==> src/rtl/instr_serial_loader.sv <==
// Serialises 13-bit instruction words LSB-first onto the one-bit processor's load port.
// Latency: first load_bit the cycle after start; upstream backpressure via word_ready (FIFO full or DRAIN).
// Optional LOADER_CHECKSUM_EN: per-program XOR of shifted words on checksum, else checksum tied to 0.
module instr_serial_loader #(
    parameter int INSTR_WIDTH = 13,
    parameter int FIFO_DEPTH  = 4,
    parameter int MAX_WORDS   = 1000,
    parameter int CNT_W       = 10
) (
    input  logic                   clk,
    input  logic                   reset,
    input  logic                   word_valid,
    input  logic [INSTR_WIDTH-1:0] word_data,
    input  logic                   word_last,
    output logic                   word_ready,
    output logic                   load_en,
    output logic                   load_bit,
    output logic                   busy,
    output logic                   done,
    output logic [CNT_W-1:0]       word_count,
    output logic                   overflow,
    output logic                   underrun,
    output logic [INSTR_WIDTH-1:0] checksum
);

    localparam int AW = $clog2(FIFO_DEPTH);
    localparam int BW = $clog2(INSTR_WIDTH);
    localparam logic [BW-1:0]    BIT_LAST = BW'(INSTR_WIDTH - 1);
    localparam logic [AW:0]      FULL_CNT = (AW+1)'(FIFO_DEPTH);
    localparam logic [AW:0]      ONE_CNT  = (AW+1)'(1);
    localparam logic [CNT_W-1:0] MAX_CNT  = CNT_W'(MAX_WORDS);

    typedef struct packed {
        logic                   last;
        logic [INSTR_WIDTH-1:0] data;
    } entry_t;

    typedef enum logic [1:0] {IDLE, SHIFT, FINISH, DRAIN} state_t;

    entry_t          mem [FIFO_DEPTH];
    logic [AW-1:0]   rd_ptr;
    logic [AW-1:0]   wr_ptr;
    logic [AW:0]     count;
    state_t          state;
    logic [BW-1:0]   bit_idx;

    entry_t          head;
    logic            full;
    logic            has_last;
    logic            start;
    logic            wrap;
    logic            push;
    logic            pop;
    logic            next_bit;
    logic            next_avail;
    logic [BW-1:0]   bit_nxt;
    logic [CNT_W-1:0] wc_inc;

    assign head       = mem[rd_ptr];
    assign full       = (count == FULL_CNT);
    assign wrap       = (state == SHIFT) && (bit_idx == BIT_LAST);
    assign pop        = wrap || ((state == DRAIN) && (count != '0));
    // A full FIFO still takes a word on the edge its head is popped.
    assign word_ready = !reset && (state != DRAIN) && (!full || wrap);
    assign push       = word_valid && word_ready;
    assign bit_nxt    = bit_idx + 1'b1;
    assign wc_inc     = word_count + 1'b1;
    assign busy       = (state != IDLE);
    assign start      = full || has_last;

    always_comb begin
        has_last = 1'b0;
        for (int i = 0; i < FIFO_DEPTH; i++) begin
            if (((AW+1)'(i) < count) && mem[rd_ptr + AW'(i)].last) begin
                has_last = 1'b1;
            end
        end
    end

    // Word following the head after the wrap pop; a word pushed on that same edge qualifies.
    always_comb begin
        next_bit   = mem[rd_ptr + 1'b1].data[0];
        next_avail = 1'b1;
        if (count == ONE_CNT) begin
            next_bit   = word_data[0];
            next_avail = push;
        end
    end

    always_ff @(posedge clk) begin
        if (push) begin
            mem[wr_ptr] <= '{last: word_last, data: word_data};
        end
    end

    always_ff @(posedge clk) begin
        if (reset) begin
            rd_ptr <= '0;
            wr_ptr <= '0;
            count  <= '0;
        end else begin
            if (push) begin
                wr_ptr <= wr_ptr + 1'b1;
            end
            if (pop) begin
                rd_ptr <= rd_ptr + 1'b1;
            end
            case ({push, pop})
                2'b10:   count <= count + 1'b1;
                2'b01:   count <= count - 1'b1;
                default: count <= count;
            endcase
        end
    end

    always_ff @(posedge clk) begin
        if (reset) begin
            state      <= IDLE;
            bit_idx    <= '0;
            load_en    <= 1'b0;
            load_bit   <= 1'b0;
            done       <= 1'b0;
            word_count <= '0;
            overflow   <= 1'b0;
            underrun   <= 1'b0;
        end else begin
            done <= 1'b0;
            case (state)
                IDLE: begin
                    if (start) begin
                        state      <= SHIFT;
                        bit_idx    <= '0;
                        load_en    <= 1'b1;
                        load_bit   <= head.data[0];
                        word_count <= '0;
                    end
                end
                SHIFT: begin
                    if (bit_idx != BIT_LAST) begin
                        bit_idx  <= bit_nxt;
                        load_bit <= head.data[bit_nxt];
                    end else begin
                        bit_idx    <= '0;
                        word_count <= wc_inc;
                        if (head.last) begin
                            state    <= FINISH;
                            load_en  <= 1'b0;
                            load_bit <= 1'b0;
                            done     <= 1'b1;
                        end else if (wc_inc == MAX_CNT) begin
                            overflow <= 1'b1;
                            state    <= DRAIN;
                            load_en  <= 1'b0;
                            load_bit <= 1'b0;
                        end else if (!next_avail) begin
                            underrun <= 1'b1;
                            state    <= FINISH;
                            load_en  <= 1'b0;
                            load_bit <= 1'b0;
                            done     <= 1'b1;
                        end else begin
                            load_bit <= next_bit;
                        end
                    end
                end
                FINISH: begin
                    state <= IDLE;
                end
                DRAIN: begin
                    // Discard the rest of the oversized program up to its last word.
                    if ((count != '0) && head.last) begin
                        state <= FINISH;
                        done  <= 1'b1;
                    end
                end
                default: state <= IDLE;
            endcase
        end
    end

`ifdef LOADER_CHECKSUM_EN
    always_ff @(posedge clk) begin
        if (reset) begin
            checksum <= '0;
        end else if ((state == IDLE) && start) begin
            checksum <= '0;
        end else if (wrap) begin
            checksum <= checksum ^ head.data;
        end
    end
`else
    assign checksum = '0;
`endif

endmodule

==> config.mk <==
export PLATFORM = sky130hd
export DESIGN_NAME = instr_serial_loader
export DESIGN_NICKNAME = d
export VERILOG_FILES = /design/src/rtl/instr_serial_loader.sv
export SDC_FILE = /design/constraint.sdc
export NUM_CORES = 1
export LEC_CHECK = 0
export BUFFER_PORTS_ARGS = -buffer_cell sky130_fd_sc_hd__clkbuf_2
export CAP_MARGIN = 20
export CORE_MARGIN = 2
export CORE_UTILIZATION = 50
export DETAILED_ROUTE_END_ITERATION = 8
export MAX_ROUTING_LAYER = met4
export PLACE_DENSITY = 0.7
export SYNTH_ARGS = -nofsm -noshare
export SYNTH_HDL_FRONTEND = slang
export SYNTH_SLANG_ARGS = --single-unit
export TNS_END_PERCENT = 1
==> constraint.sdc <==
create_clock -name clk -period 3.6 [get_ports clk]
set_input_delay 0.18 -clock clk [delete_from_list [all_inputs] [get_ports clk]]
set_output_delay 0.18 -clock clk [all_outputs]
set_load 0.02 [all_outputs]
==> metrics.md, run 1 <==
| Metric | Value |
|---|---|
| Starting density of the core | 51.3% |
| Setup TNS | 0 ns |
| DP HPWL | 5540 um |
| Net switching power | 596 uW |
| Gr ovfl total | 0 |
| Worst Path Buf+Inv | 1 |
| Post-Synth Simple-Gate Area | 12.6% |
| Reg2reg end | mem[0][5] |
| Int Power | 1.53 mW |
| Post CTS Setup Buffer Count | 0 |
| Initial antenna violation count | 0 |
| P_leak | around 1.6 nW |
| Drt wl/cell | 16.1 um |
| CTS Buf Count | 9 |
| Fmax | 351 MHz |
| Drt total wl | 8060 um |
| Count of pins over their slew limit | 0 |
| Num ports | 47 |
| Combinational power share | 14.1% |
| Setup crit end | mem[0][5] |
| Row cnt | 33 |
| Diode count | 0 |
| # setup viols final | 0 |
| Final cell count without fillers | 500 |
| Max-capacitance violation count | 0 |
| Slowest-stage cell, CP | and2_1 |
| Yosys cell types | 59 |
| Sequential share of power | 52.8% |
| Clock power share | around a third |
| Gate count after technology mapping | 364 |
| Main combinational cell family by area after synthesis | simple AND/OR/NAND/NOR gates |
| H-tree depth | 3 |
| Status | finished, final reports clean |
| Placed cells | 484 |
| Slew margin rel. | between 40% and 50% |
| CP Launch Type | register |
| Cts repair resizes | 0 |
| Largest net degree at the start of global routing | 30 |
| Cell family with most CP delay | simple AND/OR/NAND/NOR gates |
| Worst-path clk slew | 0.09 ns |
| Worst VDD drop | 0.265 mV |
| Detail Route Antenna Nets | 0 |
| Via count | 2,857 |
| Hold_buf cts | 0 |
| Vias in the first global route | about 2,600 |
| Crit path max fanout | 14 |
| First-pass GRT wire length | 12,900 um |
| Area growth syn-to-layout | 8.93% |
| Clk buf depth | 2 |
| Synth Area in Compound Gates | about an eighth |
| Worst hold-check path type | in2reg |
| Critical path required time | 3.59 ns |
| Seq. cell area | 0.00228 mm^2 |
| Final Critical Period | 2.85 ns |
| Synth Flop Type | edfxtp_1 |
| Fin crit share | 79.1% |
| Buffers added on ports | 33 |
| Setup Skew | 0.0134 ns |
| Pre-Repair DR Iteration Count | 5 |
| Reg2reg start | bit_idx[0] |
| DIE AREA | 0.00913 mm^2 |
| Share of cells above drive strength 1 | 15.7% |
| Crit-path max cell delay | 0.73 ns |
| Filler instances | 700 |
| GPL Wtd Cong | 0.866 |
| DR vias/cell | 5.71 |
| RSZ-0062 raised after global routing | no |
| Critical Path Source | bit_idx[0] |
| Number of nets in the layout | 419 |
| Critical path cell sequence | inv_1 -> ha_1 -> and3_1 -> nand2_1 -> a311oi_2 -> and2_1 |
| Clock latency at the later pin of the worst-skew pair | 0.36 ns |
| Synth Cell Area | 0.00419 mm^2 |
| Die Ht | roughly 96 um |
| Worst Path Arrival | 2.83 ns |
| FF-to-FF setup slack | 0.75 ns |
| CTS tree | yes |
| Ys Warns | 0 |
| Overall routing resource usage | roughly a fifth |
| Switching part of the total | 28.1% |
| Worst setup EP type | register |
| Xor and xnor area share after synthesis | 1.46% |
| First DRT Iteration DRCs | 178 |
| Setup Crit Path Kind | reg2reg |
| Total power | ~2.1 mW |
| Register bit total from synthesis | 86 |
| Seq/Total Area, Yosys | 54.5% |
| PwrDens | roughly 470 mW/mm^2 |
| Post-Synth Adder-Cell Area | 3.58% |
| Levels on crit path | 6 |
| Area of the multi-input gates | 0.00172 mm^2 |
| TritonCTS Sinks | 86 |
| Core area | around 0.0082 mm^2 |
| Number of synthesized flops with an enable pin | 56 |
| Die X-Extent | 95.5 um |
| Final Hold Viols | 0 |
| Synth async-reset ratio | 0% |
| DRC Markers | 0 |
| CTS Root Cell | clkbuf_8 |
| Reg2reg path depth | 6 |
| Worst-margin pin slew | around 0.77 ns |
| Mean Syn Cell Area | roughly 12 um^2 |
| Mux contribution to synthesized area | about a tenth |
==> kinds of logic after synthesis <==
kind of cell    count (synthesis)
buf+inv                        45
compound gates                 76
simple gates                  104
fa+ha+maj                      12
other cells                     1
flops                          86
xor+xnor                        7
mux                            33
==> synth_stat cells (all sizes together), types with 2 or more instances <==
library cell / count / area share [%]
dfxtp: 30 / 14
clkbuf: 12 / 1.1
a22oi: 6 / 1.1
a21o: 2 / 0.36
xor2: 4 / 0.84
nand3: 16 / 1.9
mux2i: 24 / 5.7
o21ai: 15 / 1.8
buf: 21 / 3.5
a311oi: 4 / 0.99
nor3: 7 / 0.84
or3: 4 / 0.60
inv: 12 / 1.1
nand4b: 3 / 0.63
nand2: 18 / 1.6
a31oi: 9 / 1.3
a2bb2oi: 2 / 0.42
or2: 2 / 0.30
and2: 6 / 0.90
ha: 12 / 3.6
o21a: 3 / 0.54
mux2: 3 / 0.81
mux4: 6 / 3.5
a21oi: 18 / 2.1
and3: 4 / 0.60
nand2b: 7 / 1.0
edfxtp: 56 / 40
a211oi: 7 / 1.4
o211ai: 2 / 0.36
xnor2: 3 / 0.63
nor2: 28 / 2.5
nor4b: 2 / 0.42
==> layout make-up <==
cell class / instances / area share [%]
sequential: 86 / 50.0
multi-input combinational: 245 / 37.6
timing repair buffer: 36 / 4.11
tap: 105 / 2.88
clock buffer: 10 / 2.80
clock inverter: 6 / 1.64
inverter: 12 / 0.987
==> power groups by stage <==
stage               logic, mW  clock network [mW]  registers [mW]
floorplan               0.238                   0            1.13
global route            0.334               0.760            1.13
finish                  0.300               0.702            1.12
detailed placement      0.298                   0            1.14
CTS                     0.300               0.714            1.12
global placement        0.292                   0            1.14
==> metal layers <==
| metal | wire, um | vias to the layer above | GRT usage [%] |
|---|---|---|---|
| met1 | 3660 | 1383 | 25.3 |
| met5 | 0 | - | - |
| met4 | 117 | 0 | 6.90 |
| met2 | 3890 | 86 | 30.1 |
| met3 | 396 | 12 | 4.35 |
| li1 | - | 1376 | - |
==> per-stage QoR <==
stage / util [%] / hold slack, ns / area [um^2] / worst slack, ns
3_3_place_gp: 53.4 / 0.401 / 4360 / 0.847
5_1_grt: 55.8 / 0.0185 / 4560 / 0.543
3_5_place_dp: 53.4 / 0.407 / 4360 / 0.775
6_report: 55.8 / 0.0345 / 4560 / 0.753
4_1_cts: 55.8 / 0.0204 / 4560 / 0.747
2_1_floorplan: - / 0.279 / 4240 / 1.10
==> registers in the layout, indices dropped and copies added (netlist names), 2 cells and up, named ones only <==
signal	count
state	2
mem	56
count	3
rd_ptr	2
word_count	10
bit_idx	4
wr_ptr	2
==> cells in the final DEF (no fill, tap or decap), types with 6 or more instances in the layout <==
cell,synthesis,routed
inv_1,10,10
a211oi_1,6,6
o21ai_0,8,8
clkbuf_8,0,9
clkbuf_2,1,33
ha_1,12,12
o21ai_1,7,7
nor3_1,7,7
conb_1,1,13
nand2b_1,7,7
a21oi_1,18,18
nand2_1,18,18
mux2i_1,24,24
nand3_1,16,16
nor2_1,28,28
dfxtp_1,30,30
edfxtp_1,56,56
a31oi_1,9,9
a22oi_1,6,6
and2_1,6,6
==> worst min path at each step <==
stage | from | end | slack (ns) | depth (start not counted)
4_1_cts | word_data[6] | mem[0][6] | 0.02 | 1
2_1_floorplan | word_data[0] | mem[0][0] | 0.28 | 0
3_5_place_dp | word_data[6] | mem[0][6] | 0.41 | 1
6_report | word_data[6] | mem[0][6] | 0.03 | 1
5_1_grt | word_data[7] | mem[1][7] | 0.02 | 1
3_3_place_gp | word_data[7] | mem[1][7] | 0.40 | 1
Power figures use the tool's default switching activity.
==> run 2: changes to the inputs <==
- PLACE_DENSITY: 0.7 -> 0.73
- clock period: 3.6 -> 2.6 ns (I/O delays scaled with it)
==> run 2 against run 1 <==
Against the previous run: critical path depth grew 3; power grew 36%; die area is the same; clock power grew 24%; combinational power grew 54%; critical path type unchanged; largest cell class unchanged; highest routed layer unchanged.
==> metrics.md, run 2 (same netlist as run 1, synthesis figures left out) <==
| Metric | Value |
|---|---|
| Status | finished, final reports clean |
| CP dominant cell by count | ha_1 |
| DIE AREA | 0.00913 mm^2 (unchanged) |
| CTS tree | yes |
| Vias in the first global route | 2,697 (+3.3%) |
| Overall routing resource usage | 19.8% (+0.37 points) |
| Cts repair resizes | 0 (unchanged) |
| H-tree depth | 3 (unchanged) |
| Final Critical Period | 2.39 ns (-0.459 ns) |
| Detail Route Antenna Nets | 0 (unchanged) |
| Filler instances | 710 (+1.4%) |
| Post-Place Setup Slack | 0.251 ns (-0.525 ns) |
| DP HPWL | 5780 um (+4.3%) |
| Hold_buf cts | 10 (+10) |
| Regs by FF count | mem: 56 flops, word_count: 10 flops, bit_idx: 4 flops |
| Via count | 2,941 (+2.9%) |
| CTS Buf Count | 9 (unchanged) |
| Post CTS Setup Buffer Count | 0 (unchanged) |
| DRC Markers | 0 (unchanged) |
| Share of cells above drive strength 1 | 17.3% (+1.6 points) |
| Diode count | 0 (unchanged) |
| Buffers added on ports | 33 (unchanged) |
| P_leak | 1.68 nW (+5.7%) |
| Setup TNS | 0 ns (unchanged) |
| Core Util, Final | 58.0% (+2.2 points) |
| Worst hold-check path type | in2reg |
| CTS Root Cell | clkbuf_8 |
| Starting density of the core | 51.3% (unchanged) |
| Drt total wl | 8300 um (+2.9%) |
| Final Hold Viols | 0 (unchanged) |
| Num ports | 47 (unchanged) |
| Area growth syn-to-layout | 13.2% |
| Crit path max fanout | 5 (-9) |
| Reg2reg path depth | 9 (+3) |
| Clock latency at the later pin of the worst-skew pair | 0.38 ns (+0.02 ns) |
| Worst-path clk slew | 0.09 ns (about the same) |
| Pre-Repair DR Iteration Count | 4 (-1) |
| Die Ht | 95.5 um (unchanged) |
| Final worst setup slack | 0.212 ns (-0.541 ns) |
| TritonCTS Sinks | 86 (unchanged) |
| GPL Wtd Cong | 0.803 (-7.3%) |
| Fin crit share | 91.8% (+13 points) |
| Critical path cell sequence | inv_1 -> ha_1 -> and3_1 -> nand2_1 -> a311oi_2 -> inv_2 -> ha_1 -> or3_1 -> a21oi_1 |
| Die X-Extent | 95.5 um (unchanged) |
| Count of pins over their slew limit | 0 (unchanged) |
| Worst VDD drop | 0.259 mV (-2.2%) |
| Reg with most FFs | mem |
| Row cnt | 33 (unchanged) |
| Crit-path max cell delay | 0.40 ns (-0.33 ns) |
| Most frequent cells in the layout | 56 x edfxtp_1, 33 x clkbuf_2, 30 x dfxtp_1, 28 x nor2_1, 24 x mux2i_1 |
| Number of nets in the layout | 440 (+5.0%) |
| Max-capacitance violation count | 0 (unchanged) |
| Setup Crit Path Kind | reg2reg |
| # setup viols final | 0 (unchanged) |
| RSZ-0062 raised after global routing | no |
| Drt wl/cell | 15.9 um (-1.3%) |
| Worst setup EP type | register |
| Core area | 0.00818 mm^2 (unchanged) |
| Initial antenna violation count | 0 (unchanged) |
| PwrDens | 608 mW/mm^2 (+31%) |
| Fmax | 419 MHz (+19%) |
| Gr ovfl total | 0 (unchanged) |
| Max reg flops | 56 (unchanged) |
| CP Launch Type | register |
| Commonest non-fill, non-tap cell in the layout | edfxtp_1 |
| Slowest-stage cell, CP | or3_1 |
| Largest net degree at the start of global routing | 29 (-3.3%) |
| Worst Path Arrival | 2.70 ns (-0.13 ns) |
| Cell count of the worst hold path | 1 (unchanged) |
| Setup Skew | 0.00931 ns (-0.00408 ns) |
| Critical path required time | 2.91 ns (-0.68 ns) |
| First DRT Iteration DRCs | 220 (+24%) |
| Clk buf depth | 2 (unchanged) |
| First-pass GRT wire length | 13,200 um (+2.0%) |
| DR vias/cell | 5.64 (-1.2%) |
==> run 2: cell count changes in the layout (fill, tap and decap cells not counted) <==
| cell | before | now |
|---|---|---|
| clkinv_2 | 0 | 1 |
| buf_12 | 0 | 1 |
| bufinv_16 | 1 | 0 |
| buf_4 | 3 | 11 |
| clkinv_4 | 0 | 2 |
| clkbuf_1 | 1 | 0 |
| dlygate4sd3_1 | 0 | 12 |
| inv_8 | 1 | 0 |
==> run 2: final cells by class <==
class	count	area, um^2	share of cell area [%]
sequential	86	2280	48.1
multi-input combinational	245	1720	36.2
timing repair buffer	57	388	8.18
tap	105	131	2.77
clock buffer	9	124	2.61
clock inverter	7	56.3	1.19
inverter	12	45.0	0.950
==> run 2: final timing paths <==
check / startpoint / endpoint / slack, ns
max: bit_idx[0] / count[2] / 0.21
min reg2reg: overflow / overflow / 0.45
max reg2reg: bit_idx[0] / count[2] / 0.21
min: word_data[3] / mem[0][3] / 0.01
==> run 2: critical path, delay by kind of cell, from the launching register on <==
family | cells | cell delay [ns]
and+or+nand+nor | 3 | 0.78
DFF | 1 | 0.32
buffers and inverters | 2 | 0.16
AOI/OAI and AO/OA | 2 | 0.50
adders and majority gates | 2 | 0.56
==> run 2: through the flow <==
step / instances / hold slack, ns / total power, mW / instance area, um^2
after floorplan: 376 / 0.229 / 1.90 / 4240
after global placement: 493 / 0.347 / 2.01 / 4440
after detailed placement: 493 / 0.350 / 2.02 / 4440
after CTS: 519 / 0.00151 / 2.89 / 4720
after global routing: 521 / 0.00929 / 3.00 / 4740
final: 521 / 0.0147 / 2.88 / 4740
==> run 2: power by group <==
group / switching, mW / internal (mW)
registers: 0.0448 / 1.50
clock network: 0.515 / 0.358
logic: 0.280 / 0.181
total: 0.840 / 2.04
==> run 2: layer usage <==
| metal | track usage, % | up-vias | wire length [um] | part of all wire (%) |
|---|---|---|---|---|
| met2 | 31.0 | 103 | 3930 | 47 |
| met3 | 4.11 | 6 | 493 | 5.9 |
| met4 | 8.10 | 0 | 77 | 0.93 |
| met5 | - | - | 0 | 0 |
| li1 | - | 1420 | - | - |
| met1 | 25.2 | 1412 | 3800 | 46 |
